==> config.mk <==
export PLATFORM = sky130hd
export DESIGN_NAME = decode_dispatch_buffer
export DESIGN_NICKNAME = d
export VERILOG_FILES = /design/src/rtl/decode_dispatch_buffer.sv
export SDC_FILE = /design/constraint.sdc
export NUM_CORES = 1
export LEC_CHECK = 0
export CAP_MARGIN = 20
export CORE_AREA = 2 2 255 257
export CTS_CLUSTER_DIAMETER = 60
export CTS_CLUSTER_SIZE = 24
export DETAILED_ROUTE_END_ITERATION = 16
export DIE_AREA = 0 0 257 259
export GPL_TIMING_DRIVEN = 0
export PLACE_DENSITY = 0.56
export SETUP_SLACK_MARGIN = 0.4
export SLEW_MARGIN = 20
export SYNTH_ARGS = -nofsm -noshare
export SYNTH_HDL_FRONTEND = slang
export SYNTH_SLANG_ARGS = --single-unit
export TNS_END_PERCENT = 10
==> constraint.sdc <==
create_clock -name clk -period 8.46 [get_ports clk]
set_clock_uncertainty 0.05 [all_clocks]
set_input_delay 1.692 -clock clk [delete_from_list [all_inputs] [get_ports clk]]
set_output_delay 1.692 -clock clk [all_outputs]
set_load 0.05 [all_outputs]
==> src/rtl/decode_dispatch_buffer.sv <==
// Decode stage between fetch and the issue queue: per-lane decoders feeding an in-order dispatch buffer.
// Optional feature macro DECODE_PARTIAL_PUSH_EN enables partial push with compaction; otherwise all-or-nothing.

package decode_dispatch_pkg;

  localparam logic [6:0] OPC_LUI    = 7'b0110111;
  localparam logic [6:0] OPC_AUIPC  = 7'b0010111;
  localparam logic [6:0] OPC_JAL    = 7'b1101111;
  localparam logic [6:0] OPC_JALR   = 7'b1100111;
  localparam logic [6:0] OPC_BRANCH = 7'b1100011;
  localparam logic [6:0] OPC_LOAD   = 7'b0000011;
  localparam logic [6:0] OPC_STORE  = 7'b0100011;
  localparam logic [6:0] OPC_OPIMM  = 7'b0010011;
  localparam logic [6:0] OPC_OP     = 7'b0110011;

  typedef enum logic [2:0] {
    FU_ALU = 3'd0,
    FU_MUL = 3'd1,
    FU_LSU = 3'd2,
    FU_BR  = 3'd3,
    FU_ILL = 3'd4
  } fu_e;

  typedef struct packed {
    logic [3:0]  valid_number;
    logic [31:0] pc;
    logic [31:0] instr;
  } decode_require_t;

  typedef struct packed {
    logic [31:0] pc;
    logic [6:0]  opcode;
    logic [2:0]  funct3;
    logic [4:0]  rd;
    logic [4:0]  rs1;
    logic [4:0]  rs2;
    logic [31:0] imm;
    fu_e         fu;
  } issue_queue_element_t;

endpackage

module dd_lane_decoder
  import decode_dispatch_pkg::*;
(
  input  logic [31:0]          pc_i,
  input  logic [31:0]          instr_i,
  output issue_queue_element_t elem_o
);

  logic [6:0] opc;
  assign opc = instr_i[6:0];

  always_comb begin
    elem_o        = '0;
    elem_o.pc     = pc_i;
    elem_o.opcode = opc;
    elem_o.funct3 = instr_i[14:12];
    elem_o.rd     = instr_i[11:7];
    elem_o.rs1    = instr_i[19:15];
    elem_o.rs2    = instr_i[24:20];
    elem_o.fu     = FU_ILL;
    case (opc)
      OPC_LUI, OPC_AUIPC: begin
        elem_o.imm = {instr_i[31:12], 12'b0};
        elem_o.fu  = FU_ALU;
      end
      OPC_JAL: begin
        elem_o.imm = {{12{instr_i[31]}}, instr_i[19:12], instr_i[20], instr_i[30:21], 1'b0};
        elem_o.fu  = FU_BR;
      end
      OPC_JALR: begin
        elem_o.imm = {{20{instr_i[31]}}, instr_i[31:20]};
        elem_o.fu  = FU_BR;
      end
      OPC_BRANCH: begin
        elem_o.imm = {{20{instr_i[31]}}, instr_i[7], instr_i[30:25], instr_i[11:8], 1'b0};
        elem_o.rd  = '0;
        elem_o.fu  = FU_BR;
      end
      OPC_LOAD: begin
        elem_o.imm = {{20{instr_i[31]}}, instr_i[31:20]};
        elem_o.fu  = FU_LSU;
      end
      OPC_STORE: begin
        elem_o.imm = {{20{instr_i[31]}}, instr_i[31:25], instr_i[11:7]};
        elem_o.rd  = '0;
        elem_o.fu  = FU_LSU;
      end
      OPC_OPIMM: begin
        elem_o.imm = {{20{instr_i[31]}}, instr_i[31:20]};
        elem_o.fu  = FU_ALU;
      end
      OPC_OP: begin
        // funct7[0] selects the M-extension multiply/divide unit
        elem_o.imm = '0;
        elem_o.fu  = instr_i[25] ? FU_MUL : FU_ALU;
      end
      default: ;
    endcase
  end

endmodule

module decode_dispatch_buffer
  import decode_dispatch_pkg::*;
#(
  parameter int DECODE_WIDTH = 4,
  parameter int CNT_W        = $clog2(DECODE_WIDTH + 1)
) (
  input  logic                                    clk,
  input  logic                                    rst_n,
  input  logic                                    flush,
  input  decode_require_t      [DECODE_WIDTH-1:0] decode_require,
  output issue_queue_element_t [DECODE_WIDTH-1:0] issue_queue_element,
  output logic                 [CNT_W-1:0]        issue_queue_push_number,
  input  logic                 [CNT_W-1:0]        iq_size_left,
  output logic                                    stall_from_decode
);

  function automatic logic [CNT_W-1:0] clamp_cnt(input logic [3:0] vn);
    if (int'(vn) > DECODE_WIDTH) return CNT_W'(DECODE_WIDTH);
    else                         return CNT_W'(vn);
  endfunction

  function automatic logic [CNT_W-1:0] min_cnt(input logic [CNT_W-1:0] a,
                                               input logic [CNT_W-1:0] b);
    return (a < b) ? a : b;
  endfunction

  issue_queue_element_t [DECODE_WIDTH-1:0] dec_elem;
  issue_queue_element_t [DECODE_WIDTH-1:0] buf_q, buf_d;
  logic [CNT_W-1:0] cnt_q, cnt_d;
  logic [CNT_W-1:0] in_cnt, push, rem;
  logic             accept;
  logic             unused_vn;

  for (genvar g = 0; g < DECODE_WIDTH; g++) begin : g_lane
    dd_lane_decoder u_dec (
      .pc_i    (decode_require[g].pc),
      .instr_i (decode_require[g].instr),
      .elem_o  (dec_elem[g])
    );
  end

  // Only lane 0 carries the group count; the other lanes' count fields are spare.
  always_comb begin
    unused_vn = 1'b0;
    for (int k = 1; k < DECODE_WIDTH; k++) unused_vn = unused_vn ^ (^decode_require[k].valid_number);
  end

  assign in_cnt = clamp_cnt(decode_require[0].valid_number);

`ifdef DECODE_PARTIAL_PUSH_EN
  assign push = min_cnt(cnt_q, iq_size_left);
`else
  assign push = (cnt_q <= iq_size_left) ? cnt_q : '0;
`endif

  assign rem    = cnt_q - push;
  assign accept = (rem == '0);

  assign issue_queue_push_number = push;
  assign issue_queue_element     = buf_q;
  assign stall_from_decode       = (in_cnt != '0) && !accept && !flush;

  always_comb begin
    buf_d = buf_q;
    cnt_d = rem;
    if (flush) begin
      cnt_d = '0;
    end else if (accept && (in_cnt != '0)) begin
      // Load-through: the old group drained completely this cycle
      buf_d = dec_elem;
      cnt_d = in_cnt;
    end
`ifdef DECODE_PARTIAL_PUSH_EN
    else begin
      for (int k = 0; k < DECODE_WIDTH; k++) begin
        for (int j = 0; j < DECODE_WIDTH; j++) begin
          if (j == k + int'(push)) buf_d[k] = buf_q[j];
        end
      end
    end
`endif
  end

  always_ff @(posedge clk or negedge rst_n) begin
    if (!rst_n) cnt_q <= '0;
    else        cnt_q <= cnt_d;
  end

  // Slot payload is meaningful only below cnt_q, so it carries no reset.
  always_ff @(posedge clk) begin
    buf_q <= buf_d;
  end

endmodule

Yosys cells after proc, flatten, opt, wreduce, memory -nomap -nowiden
Index checks and enable logic that the tools add are counted.

Multiplexer cells: 12. Equality and inequality tests: 36. Add/subtract/negate cells: 1. Bitwise operators: 1. Reductions and logical operators: 16. $lt $le $gt $ge: 2.

Operators with widths (number): $pmux W35 S8 (4); $eq A7 B6 Y1 const B (12); $eq A7 B7 Y1 const B (12); $eq A7 B5 Y1 const B (8); $eq A7 B2 Y1 const B (4); $reduce_or A2 Y1 (8); $mux W3 (4); $gt A4 B3 Y1 const B (1); $mux W1 (4); $le A3 B3 Y1 (1); $logic_and A1 B1 Y1 (3); $logic_not A3 Y1 (1); $reduce_bool A3 Y1 (1); $sub A3 B3 Y3 (1); $logic_not A1 Y1 (2); $reduce_and A2 Y1 (1); $not A1 Y1 (1).

Logic and storage cells: 101. Output and inout port bits: 372. Flip-flop bits (word level): 371.

Depth between registers and ports, before layout
Depth after elaboration: 7. Depth in mapped cells: 10.

Hierarchy
Synthesis repeated with hierarchy kept, for this count alone.

Cell total of the unflattened synthesis: 995. Area, all modules: 15432.3 µm².

Modules (own cells, without submodules): decode_dispatch_buffer (seq. area each 11125.7 µm², cells each 411, area each 11418.5 µm², times used 1); dd_lane_decoder (seq. area each 0.0 µm², cells each 146, area each 1003.5 µm², times used 4).

Worst setup path after synthesis
Ideal clock, no wire load.

Kind: in2reg. From: in iq_size_left[2]. To: reg buf_q (netlist bit issue_queue_element[0]), enable pin. Data arrival time: 8.248 ns. Stages: 9. Path buffers: 0. Setup time: 0.608 ns. Required time: 7.802 ns. Setup slack: -0.446 ns. Path through: inv_1 -> ha_1 -> and3b_1 -> o21a_1 -> nand2_1 -> ha_1 -> or2_2 -> o21ai_0 -> o21ba_2.

Longest elaborated chain between the ends: 6.

Ends and longest elaborated chain: start, declared (line 117) `input logic [CNT_W-1:0] iq_size_left,`; $le A3 B3 Y1 (line 157) `assign push = (cnt_q <= iq_size_left) ? cnt_q : '0;`; $mux W3 (line 157); $sub A3 B3 Y3 (line 160) `assign rem = cnt_q - push;`; $logic_not A3 Y1 (line 161) `assign accept = (rem == '0);`; $logic_and A1 B1 Y1 (line 172) `end else if (accept && (in_cnt != '0)) begin`; $reduce_and A2 Y1 (no line); end signal, assigned (line 195) `buf_q <= buf_d;`; end, declared (line 132) `issue_queue_element_t [DECODE_WIDTH-1:0] buf_q, buf_d;`.

No other way between the ends. A chain may end at the register's enable or synchronous reset.

Worst setup path after layout
From: in iq_size_left[1]. To: out stall_from_decode.

Longest elaborated chain between the ends: 7.

Ends and longest elaborated chain: $le A3 B3 Y1 (line 157); $mux W3 (line 157); $sub A3 B3 Y3 (line 160); $logic_not A3 Y1 (line 161); $logic_not A1 Y1 (line 165) `assign stall_from_decode = (in_cnt != '0) && !accept && !flush;`; $logic_and A1 B1 Y1 (2 in series) (line 165); end, declared (line 118) `output logic stall_from_decode`.

No other way between the ends.

==> flow_summary.ini <==
[status]
outcome = complete, no violations

[synth]
synth_flop_cell = edfxtp_1
ys_top_cells_by_area = edfxtp_1 (82%), a21o_1 (3.9%), and2_1 (1.8%)
syn-num-nets = 1006
syn-cell-area_um2 = 13550
ys_seq_area_frac = 0.8214
yosys_warnings = 0
synth.distinct_cells = 66
synth_top_area_frac = 0.8158
async_flop_share = 0.008086
synthCells = 723
synth_area_per_cell_um2 = 18.74
synth_seq_cells = 371
synth_edf_count = 368
yosysTopAreaCell = edfxtp_1

[routing]
dr.pass1.iters = 5
num_vias = 9218
drt-wirelength-per-cell_um = 18.87
drt-total-wl_um = 43220
vias_per_cell = 4.025
drt_iter0_drc = 575
drc = 0
antenna_left = 0

[floorplan]
num_rows = 93
fp.coreArea_um2 = 63880
pin_count = 650
dieWidth_um = 257
initial_core_util = 0.2120
dieArea_um2 = 66560
die_h_um = 259

[timing]
timing.fmax_ghz = 0.1520
holdWs_ns = 0.6718
setup_violations = 0
rsz0062_at_grt = false
max_slew.worst_pin.slew_ns = 0.8462
timing.final.crit_share = 0.7774
hold_violations = 0
post-route-min-period_ns = 6.577
relSlewSlack = 0.4341
finalMaxSlewViolations = 0

[pwr]
finalPower_uw = 5127
vdd_drop_max_v = 0.0001679
p_seq_frac = 0.440
leakage_uw = 0.008268
power_density_nw_per_um2 = 228.0
internal_power_uw = 3519
switching_share = 0.3136
p_comb_frac = 0.220
p_switching_uw = 1608
clockPowerShare = 0.340

[clock_tree]
clk_latency_ns = 0.53
cts_buffers = 37
clkTransAtPathRegs_ns = 0.06
cts.sinks = 371
postCtsHoldBufs = 0
cts_tree = built
ctsResizeCount = 0
h-tree-depth = 2
root_buffer = clkbuf_16
cts.path.max_buffers = 3
post_cts_buffers = 0

[finish]
final_core_util = 0.3520
fin_nets = 1690
stdcell_area_um2 = 22490
drive_gt1_frac = 0.07258
area_delta_synth_final_pct = 66.03
layout_common_cells = clkdlybuf4s50_1 (637), edfxtp_1 (368), a21o_1 (71)
mostFrequentLayoutCell = clkdlybuf4s50_1
fillers = 6066

[setup_path]
crit_path_cell_trace = clkdlybuf4s50_1 -> inv_1 -> ha_1 -> and3b_1 -> o21a_1 -> nand2_1 -> ha_1 -> or2_2 -> o21ai_0 -> nor3_1 -> clkdlybuf4s50_1
r2r_cells = 12
crit_type = input pin to output port
cp.arrival_ns = 4.83
start_kind = input pin
reg2reg_from = cnt_q[2]
path_max_fanout = 6
slowest_stage = clkdlybuf4s50_1
critPathMaxStageDelay_ns = 0.72
setup.worst_path.end_class = output port
required_ns = 6.72
regToRegSetupSlack_ns = 3.99
rr_endpoint = issue_queue_element[269]

[global_routing]
grt_pass1_wl_um = 62520
grt_antenna_before_repair = 4
grt_use_total = 0.1240
grt_max_degree = 50
grt_remaining_overflow = 0
grt_pass1_vias = 9623

[worst_hold_path]
hp-class = flop to flop
min_to = cnt_q[2]
min_path_cells = 2
worstHoldStart = cnt_q[2]

[place]
io_buffer_count = 637
gp_congestion = 0.8601
dp_hpwl_um = 33450
placed_cell_area_um2 = 21200

[flow_run]
cap_violations = 0
worst max-delay path: cells and delay by family:
family	cells	cell delay, ns
buffers and inverters	3	1.23
AND/OR/NAND/NOR	4	0.76
adder cells (fa/ha/maj)	2	0.59
AO/OA/AOI/OAI	2	0.55
flip-flops by register name, indices dropped and copies added (netlist names):
register and count:
issue_queue_element 368, cnt_q 3
power groups by stage:
stage	logic, µW	clock network, µW	registers (µW)
global route	1170	1880	2270
CTS	1140	1820	2260
floorplan	137	0	2800
finish	1130	1740	2260
global placement	1100	0	2330
detailed placement	1140	0	2300
worst max-delay path by stage:
stage | endpoint | cells after the start | from | slack [ns]
final | stall_from_decode | 11 | iq_size_left[1] | 1.88
after global routing | stall_from_decode | 12 | iq_size_left[2] | 1.71
after CTS | stall_from_decode | 11 | iq_size_left[1] | 1.89
after detailed placement | stall_from_decode | 11 | iq_size_left[1] | 1.91
after global placement | issue_queue_element[352] | 10 | iq_size_left[1] | -0.41
after floorplan | issue_queue_element[0] | 9 | iq_size_left[2] | 1.59
through the flow:
step	setup TNS (ns)	setup slack [ns]	cells
floorplan	0	1.589	723
global placement	-127.98	-0.4131	2215
detailed placement	0	1.910	2223
CTS	0	1.891	2288
global route	0	1.713	2290
finish	0	1.883	2290
logic make-up (layout without fill, tap and decap cells):
| group | count (synthesis) | after routing | share of synthesized area |
|---|---|---|---|
| adder cells (fa/ha/maj) | 5 | 5 | 0.004619 |
| AO/OA/AOI/OAI | 159 | 159 | 0.09302 |
| flip-flops | 371 | 371 | 0.8214 |
| buffers and inverters | 32 | 742 | 0.01099 |
| other | 2 | 4 | 0.0005544 |
| multiplexers | 4 | 4 | 0.003417 |
| AND/OR/NAND/NOR | 150 | 150 | 0.06605 |
cells in the mapped netlist (4+ instances only):
library cell / count
and2_1: 38
nand2_1: 13
nor2_1: 24
a22o_1: 27
edfxtp_1: 368
a21o_1: 71
nor3_1: 7
inv_1: 14
o21ai_0: 9
a21oi_1: 7
buf_4: 5
nor2b_1: 22
and3b_1: 5
and3_1: 5
buf_2: 8
nand2b_1: 4
nand3_1: 11
o211ai_1: 4
o21ai_1: 4
clkbuf_1: 4
ha_1: 5
layer usage:
metal	routed length, µm	part of all wire	global-route usage
met5	30	0.00069	0
met4	1111	0.026	0.04280
met2	22130	0.51	0.2202
met1	15850	0.37	0.1346
met3	4098	0.095	0.04814
cell type report:
class,instances,area [µm²],area share
well taps,855,1070,0.04757
inverters,15,56.30,0.002504
repair buffers,645,6574,0.2923
flip-flops and latches,371,11130,0.4947
clock buffers,39,933.4,0.04150
clock inverters,26,355.3,0.01580
diodes,2,5.005,0.0002225
multi-input cells,320,2277,0.1013
plain buffers,17,92.59,0.004117
Note: power is estimated with default switching activity, not from simulation.
